--- config.mk ---
export PLATFORM = sky130hd
export DESIGN_NAME = avalon_st_pkt_fifo
export DESIGN_NICKNAME = d
export VERILOG_FILES = /design/src/rtl/avalon_st_pkt_fifo.sv
export SDC_FILE = /design/constraint.sdc
export NUM_CORES = 1
export LEC_CHECK = 0
export ABC_CLOCK_PERIOD_IN_PS = 12900
export CORE_AREA = 2 2 285 287
export DETAILED_ROUTE_END_ITERATION = 16
export DIE_AREA = 0 0 287 289
export PLACE_DENSITY_LB_ADDON = 0.12
export SETUP_SLACK_MARGIN = 0.3
export SLEW_MARGIN = 30
export SYNTH_ARGS = -nofsm -noshare
export SYNTH_HDL_FRONTEND = slang
export SYNTH_SLANG_ARGS = --single-unit
--- constraint.sdc ---
create_clock -name clk_i -period 12.9 [get_ports clk_i]
set_clock_uncertainty 0.15 [all_clocks]
set_input_delay 3.87 -clock clk_i [delete_from_list [all_inputs] [get_ports clk_i]]
set_output_delay 3.87 -clock clk_i [all_outputs]
set_load 0.02 [all_outputs]
--- src/rtl/avalon_st_pkt_fifo.sv ---
// avalon_st_pkt_fifo
//   Avalon-ST packet buffer with a framing sanitiser on the sink side. Well-formed
//   beats are written into a DEPTH-entry FIFO. Malformed beats are consumed but not
//   written, and each one is counted.
//
// Ports
//   clk_i, rst_i          clock, asynchronous active-high reset
//   snk_*                 Avalon-ST sink (ready latency 0)
//   src_*                 Avalon-ST source; all fields read 0 while src_valid_o=0
//   used_o                number of occupied FIFO entries
//   err_o                 1-cycle pulse, the cycle after a beat that violates framing
//   drop_cnt_o            saturating count of dropped beats
//
// Framing FSM
//   state    | meaning
//   ---------+----------------------------------------------------------
//   S_IDLE   | between packets; only a sop beat is accepted into the FIFO
//   S_IN_PKT | inside a packet; beats must carry the latched channel
//   S_DROP   | rest of a corrupted packet is discarded until eop or a new sop
module avalon_st_pkt_fifo #(
  parameter int DWIDTH        = 64,
  parameter int CHANNEL_WIDTH = 1,
  parameter int EMPTY_WIDTH   = $clog2(DWIDTH/8),
  parameter int DEPTH         = 16,
  parameter int CNT_WIDTH     = 16
) (
  input  logic                      clk_i,
  input  logic                      rst_i,
  input  logic [DWIDTH-1:0]         snk_data_i,
  input  logic                      snk_valid_i,
  input  logic                      snk_sop_i,
  input  logic                      snk_eop_i,
  input  logic [EMPTY_WIDTH-1:0]    snk_empty_i,
  input  logic [CHANNEL_WIDTH-1:0]  snk_channel_i,
  output logic                      snk_ready_o,
  output logic [DWIDTH-1:0]         src_data_o,
  output logic                      src_valid_o,
  output logic                      src_sop_o,
  output logic                      src_eop_o,
  output logic [EMPTY_WIDTH-1:0]    src_empty_o,
  output logic [CHANNEL_WIDTH-1:0]  src_channel_o,
  input  logic                      src_ready_i,
  output logic [$clog2(DEPTH):0]    used_o,
  output logic                      err_o,
  output logic [CNT_WIDTH-1:0]      drop_cnt_o
);

  localparam int AW = $clog2(DEPTH);
  localparam logic [AW:0]          PTR_ONE = 1;
  localparam logic [CNT_WIDTH-1:0] CNT_ONE = 1;

  typedef enum logic [1:0] {
    S_IDLE   = 2'd0,
    S_IN_PKT = 2'd1,
    S_DROP   = 2'd2
  } state_t;

  typedef struct packed {
    logic [DWIDTH-1:0]        data;
    logic                     sop;
    logic                     eop;
    logic [EMPTY_WIDTH-1:0]   empty;
    logic [CHANNEL_WIDTH-1:0] channel;
  } beat_t;

  beat_t                    mem [DEPTH];
  logic [AW:0]              wr_ptr, rd_ptr;
  state_t                   state, state_nxt;
  logic [CHANNEL_WIDTH-1:0] ch_q;
  logic [CNT_WIDTH-1:0]     drop_cnt_q;
  logic                     err_q;

  logic  full, empty, accept, rd_en, ch_match;
  logic  wr_en, drop, err_set, latch_ch;
  beat_t wr_beat, head;

  // Full when the pointers index the same slot but are one lap apart.
  assign full   = (wr_ptr[AW] != rd_ptr[AW]) && (wr_ptr[AW-1:0] == rd_ptr[AW-1:0]);
  assign empty  = (wr_ptr == rd_ptr);

  // Ready stays low throughout reset, then depends only on fullness. A read in the
  // same cycle does not free up a slot for a write.
  assign snk_ready_o = !rst_i && !full;
  assign accept      = snk_valid_i && snk_ready_o;
  assign rd_en       = !empty && src_ready_i;
  assign ch_match    = (snk_channel_i == ch_q);

  // State register
  always_ff @(posedge clk_i or posedge rst_i) begin
    if (rst_i) state <= S_IDLE;
    else       state <= state_nxt;
  end

  // Next-state logic
  always_comb begin
    state_nxt = state;
    if (accept) begin
      if (snk_sop_i) begin
        // A sop always begins a new packet, whatever state the FSM is in.
        state_nxt = snk_eop_i ? S_IDLE : S_IN_PKT;
      end else begin
        case (state)
          S_IN_PKT: begin
            if (snk_eop_i)     state_nxt = S_IDLE;
            else if (!ch_match) state_nxt = S_DROP;
          end
          S_DROP:   if (snk_eop_i) state_nxt = S_IDLE;
          default:  state_nxt = S_IDLE;
        endcase
      end
    end
  end

  // Output logic: what to do with the accepted beat
  always_comb begin
    wr_en    = 1'b0;
    drop     = 1'b0;
    err_set  = 1'b0;
    latch_ch = 1'b0;
    if (accept) begin
      if (snk_sop_i) begin
        wr_en    = 1'b1;
        latch_ch = 1'b1;
        // A sop in the middle of a packet is flagged but still kept.
        err_set  = (state == S_IN_PKT);
      end else begin
        case (state)
          S_IN_PKT: begin
            if (ch_match) begin
              wr_en = 1'b1;
            end else begin
              drop    = 1'b1;
              err_set = 1'b1;
            end
          end
          // The error was already flagged on the beat that started the drop.
          S_DROP:  drop = 1'b1;
          default: begin
            drop    = 1'b1;
            err_set = 1'b1;
          end
        endcase
      end
    end
  end

  always_ff @(posedge clk_i or posedge rst_i) begin
    if (rst_i) begin
      wr_ptr     <= '0;
      rd_ptr     <= '0;
      ch_q       <= '0;
      drop_cnt_q <= '0;
      err_q      <= 1'b0;
    end else begin
      if (wr_en)    wr_ptr <= wr_ptr + PTR_ONE;
      if (rd_en)    rd_ptr <= rd_ptr + PTR_ONE;
      if (latch_ch) ch_q   <= snk_channel_i;
      if (drop && (drop_cnt_q != '1)) drop_cnt_q <= drop_cnt_q + CNT_ONE;
      err_q <= err_set;
    end
  end

  // Empty is cleared on write so that the source never shows it without eop.
  always_comb begin
    wr_beat.data    = snk_data_i;
    wr_beat.sop     = snk_sop_i;
    wr_beat.eop     = snk_eop_i;
    wr_beat.empty   = snk_eop_i ? snk_empty_i : '0;
    wr_beat.channel = snk_channel_i;
  end

  always_ff @(posedge clk_i) begin
    if (wr_en) mem[wr_ptr[AW-1:0]] <= wr_beat;
  end

  assign head          = mem[rd_ptr[AW-1:0]];
  assign src_valid_o   = !empty;
  assign src_data_o    = src_valid_o ? head.data    : '0;
  assign src_sop_o     = src_valid_o ? head.sop     : 1'b0;
  assign src_eop_o     = src_valid_o ? head.eop     : 1'b0;
  assign src_empty_o   = src_valid_o ? head.empty   : '0;
  assign src_channel_o = src_valid_o ? head.channel : '0;

  assign used_o     = wr_ptr - rd_ptr;
  assign err_o      = err_q;
  assign drop_cnt_o = drop_cnt_q;

endmodule

# After elaboration in Yosys (flattened, before gate mapping)
# Memory sizes are Yosys's and may differ from the RTL's.
# Index checks and enable logic that the tools add are counted.
# W data, S select, Z words.
totals:
  reg_bits: 30
  latch_bits: 0
  ram_bits: 1120
  romBits: 0
  input_bits: 74
  out_inout_bits: 94
  memories: 1
classes:
  addsub: 4
  mul: 0
  n_div: 0
  order_cmp: 0
  n_eq_ne: 9
  shifts: 0
  mux: 27
  bitwise: 0
  n_reduce_logical: 9
mem_list:
  columns: ["memory", "words", "width", "rd", "rd_ports_with_merged_regs", "write_ports", "line", "rtl"]
  rows:
  - ["mem", 16, 70, 1, 0, 1, "66", "beat_t mem [DEPTH];"]
ops:
  columns: ["operator", "n"]
  rows:
  - ["$mux W64", 1]
  - ["$mux W1", 18]
  - ["$add A16 B1 Y16 const B", 1]
  - ["$ne A16 B16 Y1 const B", 1]
  - ["$add A5 B1 Y5 const B", 2]
  - ["$mux W2", 4]
  - ["$mux W3", 2]
  - ["$eq A5 B5 Y1", 1]
  - ["$logic_and A1 B1 Y1", 5]
  - ["$sub A5 B5 Y5", 1]
  - ["$eq A4 B4 Y1", 1]
  - ["$ne A4 B4 Y1 const B", 1]
  - ["$pmux W2 S2", 1]
  - ["$logic_not A1 Y1", 3]
  - ["$ne A3 B3 Y1 const B", 1]
  - ["$reduce_and A3 Y1", 1]
  - ["$eq A2 B1 Y1 const B", 1]
  - ["$eq A2 B2 Y1 const B", 1]
  - ["$pmux W1 S2", 1]
  - ["$eq A1 B1 Y1", 1]
  - ["$ne A1 B1 Y1", 1]

# Longest topological paths before layout
# Gate-level depths: netlist of run 1.
depth:
  depth_word: 8
  ltp_mapped: 9
  mapped_depth_nobuf: 7

# Worst setup path after synthesis of run 1
# Ideal clock, no wire load.
synth_timing:
  kind: "input-to-reg"
  start: "in snk_channel_i"
  end: "mem mem[0][0] (netlist bit) (enable)"
  setup_ns: 0.695
  arrival_ns: 11.836
  slack_ns: 0.219
  stages: 6
  n_path_buf: 2
  cell_sequence: "xnor2_1 > a21o_1 > buf_6 > buf_6 > nand2_2 > nor4b_1"
synth_via:
  elab_chain_len: 7
synth_lines:
  columns: ["item", "line", "rtl"]
  rows:
  - ["start: declaration", "34", "input logic [CHANNEL_WIDTH-1:0] snk_channel_i,"]
  - ["$eq A1 B1 Y1", "86", "assign ch_match = (snk_channel_i == ch_q);"]
  - ["$mux W1", "129", "if (ch_match) begin"]
  - ["$mux W1", "127", "case (state)"]
  - ["$mux W1", "121", "if (snk_sop_i) begin"]
  - ["$mux W1", "120", "if (accept) begin"]
  - ["$mux W1", "173", "if (wr_en) mem[wr_ptr[AW-1:0]] <= wr_beat;"]
  - ["$mux W1 (implied by the code)", "173", null]
  - ["end: declaration", "66", null]
# No other way between the ends.

# Final worst setup path of run 1
layout_timing:
  start: "in rst_i"
  end: "out snk_ready_o"
layout_via:
  elab_chain_len: 2
layout_lines:
  columns: ["item", "line", "rtl"]
  rows:
  - ["start: declaration", "28", "input logic rst_i,"]
  - ["$logic_not A1 Y1 (no line)", null, null]
  - ["$logic_and A1 B1 Y1", "83", "assign snk_ready_o = !rst_i && !full;"]
  - ["end: declaration", "35", "output logic snk_ready_o,"]
# No other way between the ends.

==> results of run 1 <==
## state kept, by name, indices dropped and copies added (netlist names)
register / count
mem: 1120
err_o: 1
rd_ptr: 5
wr_ptr: 5
ch_q: 1
state: 2
drop_cnt_o: 16
## final timing paths
check	startpoint	to	slack, ns	cells past startpoint
max in group asynchronous	rst_i	rd_ptr[0]$_DFFE_PP0P_	8.75	3
worst max-delay path	rst_i	snk_ready_o	3.83	3
worst max register to register	rd_ptr[0]$_DFFE_PP0P_	mem[3][39]$_DFFE_PP_	8.58	7
min in group asynchronous	rst_i	drop_cnt_o[14]$_DFFE_PP0P_	3.52	3
worst min-delay path	drop_cnt_o[15]$_DFFE_PP0P_	drop_cnt_o[15]$_DFFE_PP0P_	0.34	1
worst min register to register	drop_cnt_o[15]$_DFFE_PP0P_	drop_cnt_o[15]$_DFFE_PP0P_	0.34	1
## power by group through the flow
| stage | Sequential [mW] | Combinational, mW | Clock (mW) |
|---|---|---|---|
| floorplan | 4.38 | 2.46 | 0 |
| finish | 4.37 | 3.52 | 3.10 |
| global placement | 4.44 | 3.54 | 0 |
| detailed placement | 4.45 | 3.56 | 0 |
| global route | 4.39 | 3.76 | 3.30 |
| CTS | 4.38 | 3.57 | 3.16 |
## cell families after synthesis
| group | Yosys count | synth area share (%) |
|---|---|---|
| XOR/XNOR | 28 | 0.569 |
| AND/OR/NAND/NOR | 90 | 1.36 |
| multiplexers | 423 | 17.4 |
| AO/OA/AOI/OAI | 85 | 1.20 |
| buffers and inverters | 113 | 1.65 |
| adder cells (fa/ha/maj) | 11 | 0.327 |
| flip-flops | 1150 | 77.4 |
## stage by stage
| stage | hold WS (ns) | util (%) | total power, mW | instance area, sq um | std cells |
|---|---|---|---|---|---|
| after floorplan | 0.315 | - | 6.84 | 44400 | 1900 |
| after global placement | 0.336 | 59.0 | 7.99 | 47100 | 3062 |
| after detailed placement | 0.330 | 59.1 | 8.02 | 47200 | 3065 |
| after CTS | 0.343 | 63.5 | 11.1 | 50700 | 3267 |
| after global routing | 0.371 | 63.6 | 11.4 | 50800 | 3271 |
| final | 0.340 | 63.6 | 11.0 | 50800 | 3272 |
## routing by layer
layer  part of all wire, %  global-route usage [%]  vias to the layer above  wire length (microns)
li1                      -                       -                     8563                      -
met1                    41                    31.1                    10818                  38100
met2                    52                    39.4                      527                  48200
met3                   4.7                    3.30                      151                   4400
met4                   2.3                    6.21                        8                   2110
met5                 0.053                       0                        -                     49
## synth_stat cells, types with 8 or more instances
master                     number  area [sq um]
sky130_fd_sc_hd__mux2i_1      140          1400
sky130_fd_sc_hd__buf_2         35           175
sky130_fd_sc_hd__dfrtp_1       30           751
sky130_fd_sc_hd__inv_1         10          37.5
sky130_fd_sc_hd__clkbuf_1      27           101
sky130_fd_sc_hd__xnor2_1       10          87.6
sky130_fd_sc_hd__xor2_1        17           149
sky130_fd_sc_hd__edfxtp_1    1120         33600
sky130_fd_sc_hd__mux4_2       280          6310
sky130_fd_sc_hd__nor4_1         8          50.1
sky130_fd_sc_hd__ha_1          10           125
sky130_fd_sc_hd__buf_6         34           383
sky130_fd_sc_hd__nand2_1       10          37.5
sky130_fd_sc_hd__nand4_1        9          56.3
sky130_fd_sc_hd__nand3_1       15          75.1
sky130_fd_sc_hd__and3_1        10          62.6
sky130_fd_sc_hd__o22ai_1       71           444
## area by class of cell
class	count	area (sq um)	area share (%)
multi-input combinational	637	9380	18.5
timing repair buffer	211	2160	4.26
inverter	11	48.8	0.0960
antenna	1	2.50	0.00492
clock buffer	139	3030	5.97
clock inverter	63	470	0.926
sequential	1150	34400	67.7
tap	1060	1330	2.61
==> results, run 1 <==
- The run finished with clean final reports.
- After global routing the overflow that remains totals 0.
- The CTS root buffer is sky130_fd_sc_hd__clkbuf_16.
- The number of antenna violations at the first check in global routing was 5.
- The most common cell after layout, fill and taps aside is sky130_fd_sc_hd__edfxtp_1.
- Setup repair after global routing left no endpoint under its margin.
- The number of nets handed over by synthesis was ~2000.
- The core region is between 0.07 and 0.08 sq mm.
- The switching part of the total is 30.0%.
- In the routed layout, each cell is associated on average with a via count of 6.13.
- The maximum number of buffers from clock root to sink is 3.
- The maximum fanout encountered on the critical timing path is 3.
- The DRC violations left is 0.
- The worst path uses 70.3% of the clock period.
- The number of sinks driven by the clock tree is about 1200.
- The later-pin clock latency in the skew report is 0.65 ns.
- The post-CTS resize count is 0.
- The number of register bits inferred by synthesis is 1150.
- The sum of buffers and inverters on the critical path is 2.
- Cell internal power was estimated by the tool at 7.70 mW.
- STA classifies the critical path startpoint as a primary input.
- Buffers inserted to repair hold after CTS numbered 0.
- The die is roughly 290 microns tall.
- In the layout the commonest cells are 1120 x sky130_fd_sc_hd__edfxtp_1, 280 x sky130_fd_sc_hd__mux4_2, 167 x sky130_fd_sc_hd__clkdlybuf4s50_1, 140 x sky130_fd_sc_hd__mux2i_1, 118 x sky130_fd_sc_hd__clkbuf_16.
- The slew at the pin closest to its max-slew limit is just under 1 ns.
- The floorplan step set the die width to 287 microns.
- The clock period minus final worst setup slack is 9.07 ns.
- The clock network power share is between 20% and 30%.
- Entering global routing, the biggest net connects around 150 pins.
- Once the floorplan was initialized, standard cells occupied between 50% and 60% of the core.
- The die covers 0.0829 sq mm.
- The standard-cell row count is 104.
- The cell family with the largest share of critical-path delay is buffers and inverters.
- Across all setup checks in the final design, the least slack found is 3.83 ns.
- Measured against its own limit, the worst slew margin works out to 33.7%.
- The via count of the first global-routing pass is 21259.
- The cell with the largest stage delay on the worst path is sky130_fd_sc_hd__clkdlybuf4s50_1.
- The number of slew-limit violations in the final report came to 0.
- The most common cell type on the critical path is sky130_fd_sc_hd__clkdlybuf4s50_1.
- The count of maximum capacitance violations is 0.
- Power spread over the standard cell area amounts to roughly 220 mW/mm^2.
- The leakage component of the power is 16.4 nW.
- The number of buffers inserted during clock tree synthesis is 112.
- The count of different cell masters after synthesis is 48.
- The post-DP HPWL is 46700 microns.
- Buffers placed on the I/O ports in this run total 167.
- The maximum VDD drop is ~0.2 mV.
- The pre-CTS setup slack is 3.85 ns.
- The required time of the critical path is 8.88 ns.
- The average cell area after synthesis is 23.4 sq um.
- The post-route netlist has 23.2% of its cells at a drive strength greater than 1.
- The async set or reset register ratio after synthesis is 2.61%.
- Setup violations remaining at the end of the flow were counted as 0.
- The detailed router placed 20067 vias in this run.
- For this block, the initial DRC count from the detailed router was 1804.
- Data arrives at the worst endpoint at approximately 5 ns.
- The number of nets in the finished design is between 2000 and 2500.
- The first-pass iteration count of the detailed router is 5.
- The commonest register cell after synthesis is sky130_fd_sc_hd__edfxtp_1.
- The cell area that synthesis handed to floorplanning was 0.0444 sq mm.
- The count of H-tree levels built during CTS is 3.
- Once detail routing completed, the nets flagged for antenna violations numbered 0.
- In the final timing run, aggregate negative setup slack is 0 ns.
- The category of the most critical setup path is in -> out.
- The number of setup buffers added after CTS is 0.
- The wire length after detailed routing is around 93000 microns.
- The clock tree from TritonCTS is yes.
- In this run the worst hold path is classified as reg -> reg.
- The average wire per standard cell is 28.4 microns.
- In this run, synthesis inferred 1120 flip-flops with an integrated enable.
- Traced cell by cell, the critical path runs through clkdlybuf4s50_1 > nor2_1 > clkdlybuf4s50_1.
- From synthesis to final layout, the design area changed by 14.5%.
- Clock-pin slew was measured on the worst setup and hold paths at 0.06 ns.
- The final hold violation count is 0.
- The count of fill cells added during filler insertion is 5422.
- The maximum clock frequency is about 110 MHz.
- 168 I/O pins were placed.
- The global-route wire length before repair is ~140000 microns.
- The longest individual stage delay on the worst path is around 0.62 ns.
- The last weighted congestion value of the routability-driven placer is 0.741.
- The number of standard cells after synthesis is between 1500 and 2000.
- In this run the power spent charging and discharging nets is 3.29 mW.
- The power share of the sequential group is between 30 and 40%.
- The Yosys step of the flow raised 0 warnings.
- The capturing element type of the critical path is an output pin.
- The sequential fraction of the synthesis area is 77.4%.
- In the global route stage, overall resource usage came out at a little under a quarter.
- Per report_power, the combinational group accounts for 32.0% of the total.
Note: power is estimated with default switching activity, not from simulation.
==> run 2: changes to the inputs <==
ABC_CLOCK_PERIOD_IN_PS = 7400   (was 12900)
CORE_AREA = 2 2 288 290   (was 2 2 285 287)
DIE_AREA = 0 0 290 292   (was 0 0 287 289)
clock period = 7.4 ns   (was 12.9 ns; I/O delays follow)
==> results, run 2 (synthesis results as in run 1) <==
- The area of the die is 0.0847 sq mm.
- Relative to the synthesized area, the layout overhead comes to 15.3%.
- The detailed router's first-iteration violation count is about 1600.
- The later-pin clock latency in the skew report is 0.66 ns.
- Timing analysis after detailed placement gives a worst setup slack of approximately 1.3 ns.
- After clock tree synthesis, the repair step resized 0 gates.
- The number of buffers inserted during clock tree synthesis is 114.
- The effective utilization at floorplan is between 50% and 60%.
- After global routing the overflow that remains totals 0.
- The total routing resource utilization after global routing is 22.5%.
- The worst hold path belongs to the class reg -> reg.
- The count of H-tree levels built during CTS is 3.
- For the worst setup path, the data required time is 5.03 ns.
- In this design, the stage delay of the slowest critical-path cell is roughly 0.9 ns.
- In this run the clock root is driven by a sky130_fd_sc_hd__clkbuf_16.
- The layout cell share with drive strength beyond 1 is 24.0%.
- The global-route wire length before repair is 140000 microns.
- The I/O pin count is 168.
- The data arrival time of the worst path is 4.35 ns.
- The number of antenna violations at the first check in global routing is 7.
- STA classifies the critical path startpoint as a flop.
- The setup violation total in the final timing report is 0.
- Entering global routing, the biggest net connects 96 pins.
- Clock tree synthesis found a total of 1150 sinks.
- The via count of the first global-routing pass is 21304.
- The floorplan die height is 292 microns.
- Cells fill 62.7% of the core in the end.
- The placed cell count is 3080.
- The maximum clock frequency is about 150 MHz.
- The number of buffers and inverters on the critical path is 2.
- After clock tree synthesis, the clock-pin slew on the worst setup and hold paths is ~0.06 ns.
- The first detailed-routing pass took 5 iterations.
- On the critical path, the stage with the largest delay is an instance of sky130_fd_sc_hd__dfrtp_4.
- STA classifies the critical path endpoint as an output pin.
- Setup repair after global routing left no endpoint under its margin.
- Routability-driven placement finished with a final weighted congestion of 0.745.
- The tool flagged a number of max-cap violations equal to 0.
- The number of slew-limit violations in the final report is 0.
- The number of setup buffers added after CTS is 0.
- The smallest clock period supported by the final layout is computed as between 6 and 7 ns.
- The count of fill cells added during filler insertion is 5422.
- The count of nets left with antenna violations once routing finished came out at 0.
- The flow ran to the end, and the final reports show no timing, DRC or antenna violations.
- The quantity of hold-fixing buffers added after cts is 0.
- The floorplan step defined a core boundary enclosing 0.0816 sq mm.
- The wire length after detailed routing is 93600 microns.
- The worst setup path is of the reg -> out kind.
- The maximum VDD drop is 0.343 mV.
- During placement, the flow inserted port buffers numbering 167.
- The DRC violations left is 0.
- In the routed layout, each cell is associated on average with a via count of about 6.
- The post-DP HPWL is 45800 microns.
- The leakage component of the power is 16.6 nW.
- The width of the chip is 290 microns.
- The vias after detailed routing is 20119.
- The top cell types in the final layout, fill and taps aside, are 1120 x sky130_fd_sc_hd__edfxtp_1, 280 x sky130_fd_sc_hd__mux4_2, 167 x sky130_fd_sc_hd__clkdlybuf4s50_1, 140 x sky130_fd_sc_hd__mux2i_1, 118 x sky130_fd_sc_hd__clkbuf_16.
- The net count of the finished layout is 2211.
- In this run the core area contains 105 standard-cell rows.
- The flip-flop count of the largest register after layout is 1120.
- For flop-to-flop paths, the worst setup slack is 3.57 ns.
- The worst pin sits at a relative slew slack of 35.9%.
- The library cell used most frequently in the layout, excluding fill and tap cells, is sky130_fd_sc_hd__edfxtp_1.
- The final cycle utilization of the critical path is a little over 90%.
- The worst setup margin is slightly below 0.7 ns.
- The maximum number of buffers from clock root to sink is 3.
- Walking the worst path, the cells encountered are inv_1 > ha_1 > and4_1 > nand2_2 > nand2_8 > o22ai_1 > clkdlybuf4s50_1.
- Once layout is complete, the cells apart from fillers number between 3000 and 4000.
- The final hold violation count was 0.
- The cell family with the largest share of critical-path delay is simple AND/OR/NAND/NOR gates.
- In this run the worst path has a maximum fanout of 70.
- Dividing total power by cell area gives a power density of 383 mW/mm^2.
- For the pin with the worst max-slew slack, the measured transition is 0.961 ns.
- TritonCTS built the clock tree.
- The average wire per standard cell is 28.5 microns.
## run 2: cell count changes in the layout (fill, tap and decap cells not counted), moves of 3 or more
cell / change
sky130_fd_sc_hd__buf_12: +5
sky130_fd_sc_hd__buf_6: -4
sky130_fd_sc_hd__bufinv_16: +10
sky130_fd_sc_hd__clkinv_1: -11
sky130_fd_sc_hd__clkinv_2: +3
## run 2: final timing paths
check,cells past startpoint,start,endpoint
worst max-delay path,7,rd_ptr[1]$_DFFE_PP0P_,src_data_o[3]
worst min-delay path,1,drop_cnt_o[15]$_DFFE_PP0P_,drop_cnt_o[15]$_DFFE_PP0P_
worst max register to register,7,rd_ptr[1]$_DFFE_PP0P_,mem[7][9]$_DFFE_PP_
worst min register to register,1,drop_cnt_o[15]$_DFFE_PP0P_,drop_cnt_o[15]$_DFFE_PP0P_
max in group asynchronous,3,rst_i,rd_ptr[1]$_DFFE_PP0P_
min in group asynchronous,3,rst_i,drop_cnt_o[3]$_DFFE_PP0P_
## run 2: area by class of cell
class / count / area [sq um] / area share [%]
sequential: 1150 / 34400 / 67.2
multi-input combinational: 637 / 9420 / 18.4
clock buffer: 140 / 3060 / 5.97
timing repair buffer: 212 / 2180 / 4.26
tap: 1070 / 1340 / 2.62
clock inverter: 67 / 759 / 1.48
inverter: 11 / 48.8 / 0.0953
antenna: 1 / 2.50 / 0.00489
## run 2: power by group
part	total (mW)	switching, mW	internal (mW)
clock network	5.84	2.34	3.50
logic	6.15	3.26	2.89
registers	7.60	0.205	7.40
total	19.6	5.81	13.8
## run 2: routing by layer
layer / part of all wire [%] / GRT usage (%) / vias up
met1: 41 / 30.9 / 10884
li1: - / - / 8563
met3: 4.7 / 3.30 / 126
met5: 0.080 / 0 / -
met2: 52 / 38.2 / 534
met4: 2.0 / 5.98 / 12
## run 2: worst register-to-register path, delay by kind of cell (launching register included)
family	cells	cell delay (ns)
adder cells (fa/ha/maj)	1	0.33
buffers and inverters	2	0.54
AND/OR/NAND/NOR	3	1.46
AO/OA/AOI/OAI	1	0.10
flip-flops	1	0.92
## run 2: through the flow
step	instance area (sq um)	hold slack, ns	power [mW]	setup TNS (ns)
2_1_floorplan	44400	0.315	11.9	-177.22
3_3_place_gp	47300	0.331	13.9	0
3_5_place_dp	47400	0.355	14.0	0
4_1_cts	51200	0.367	19.8	0
5_1_grt	51200	0.391	20.4	0
6_report	51200	0.367	19.6	0
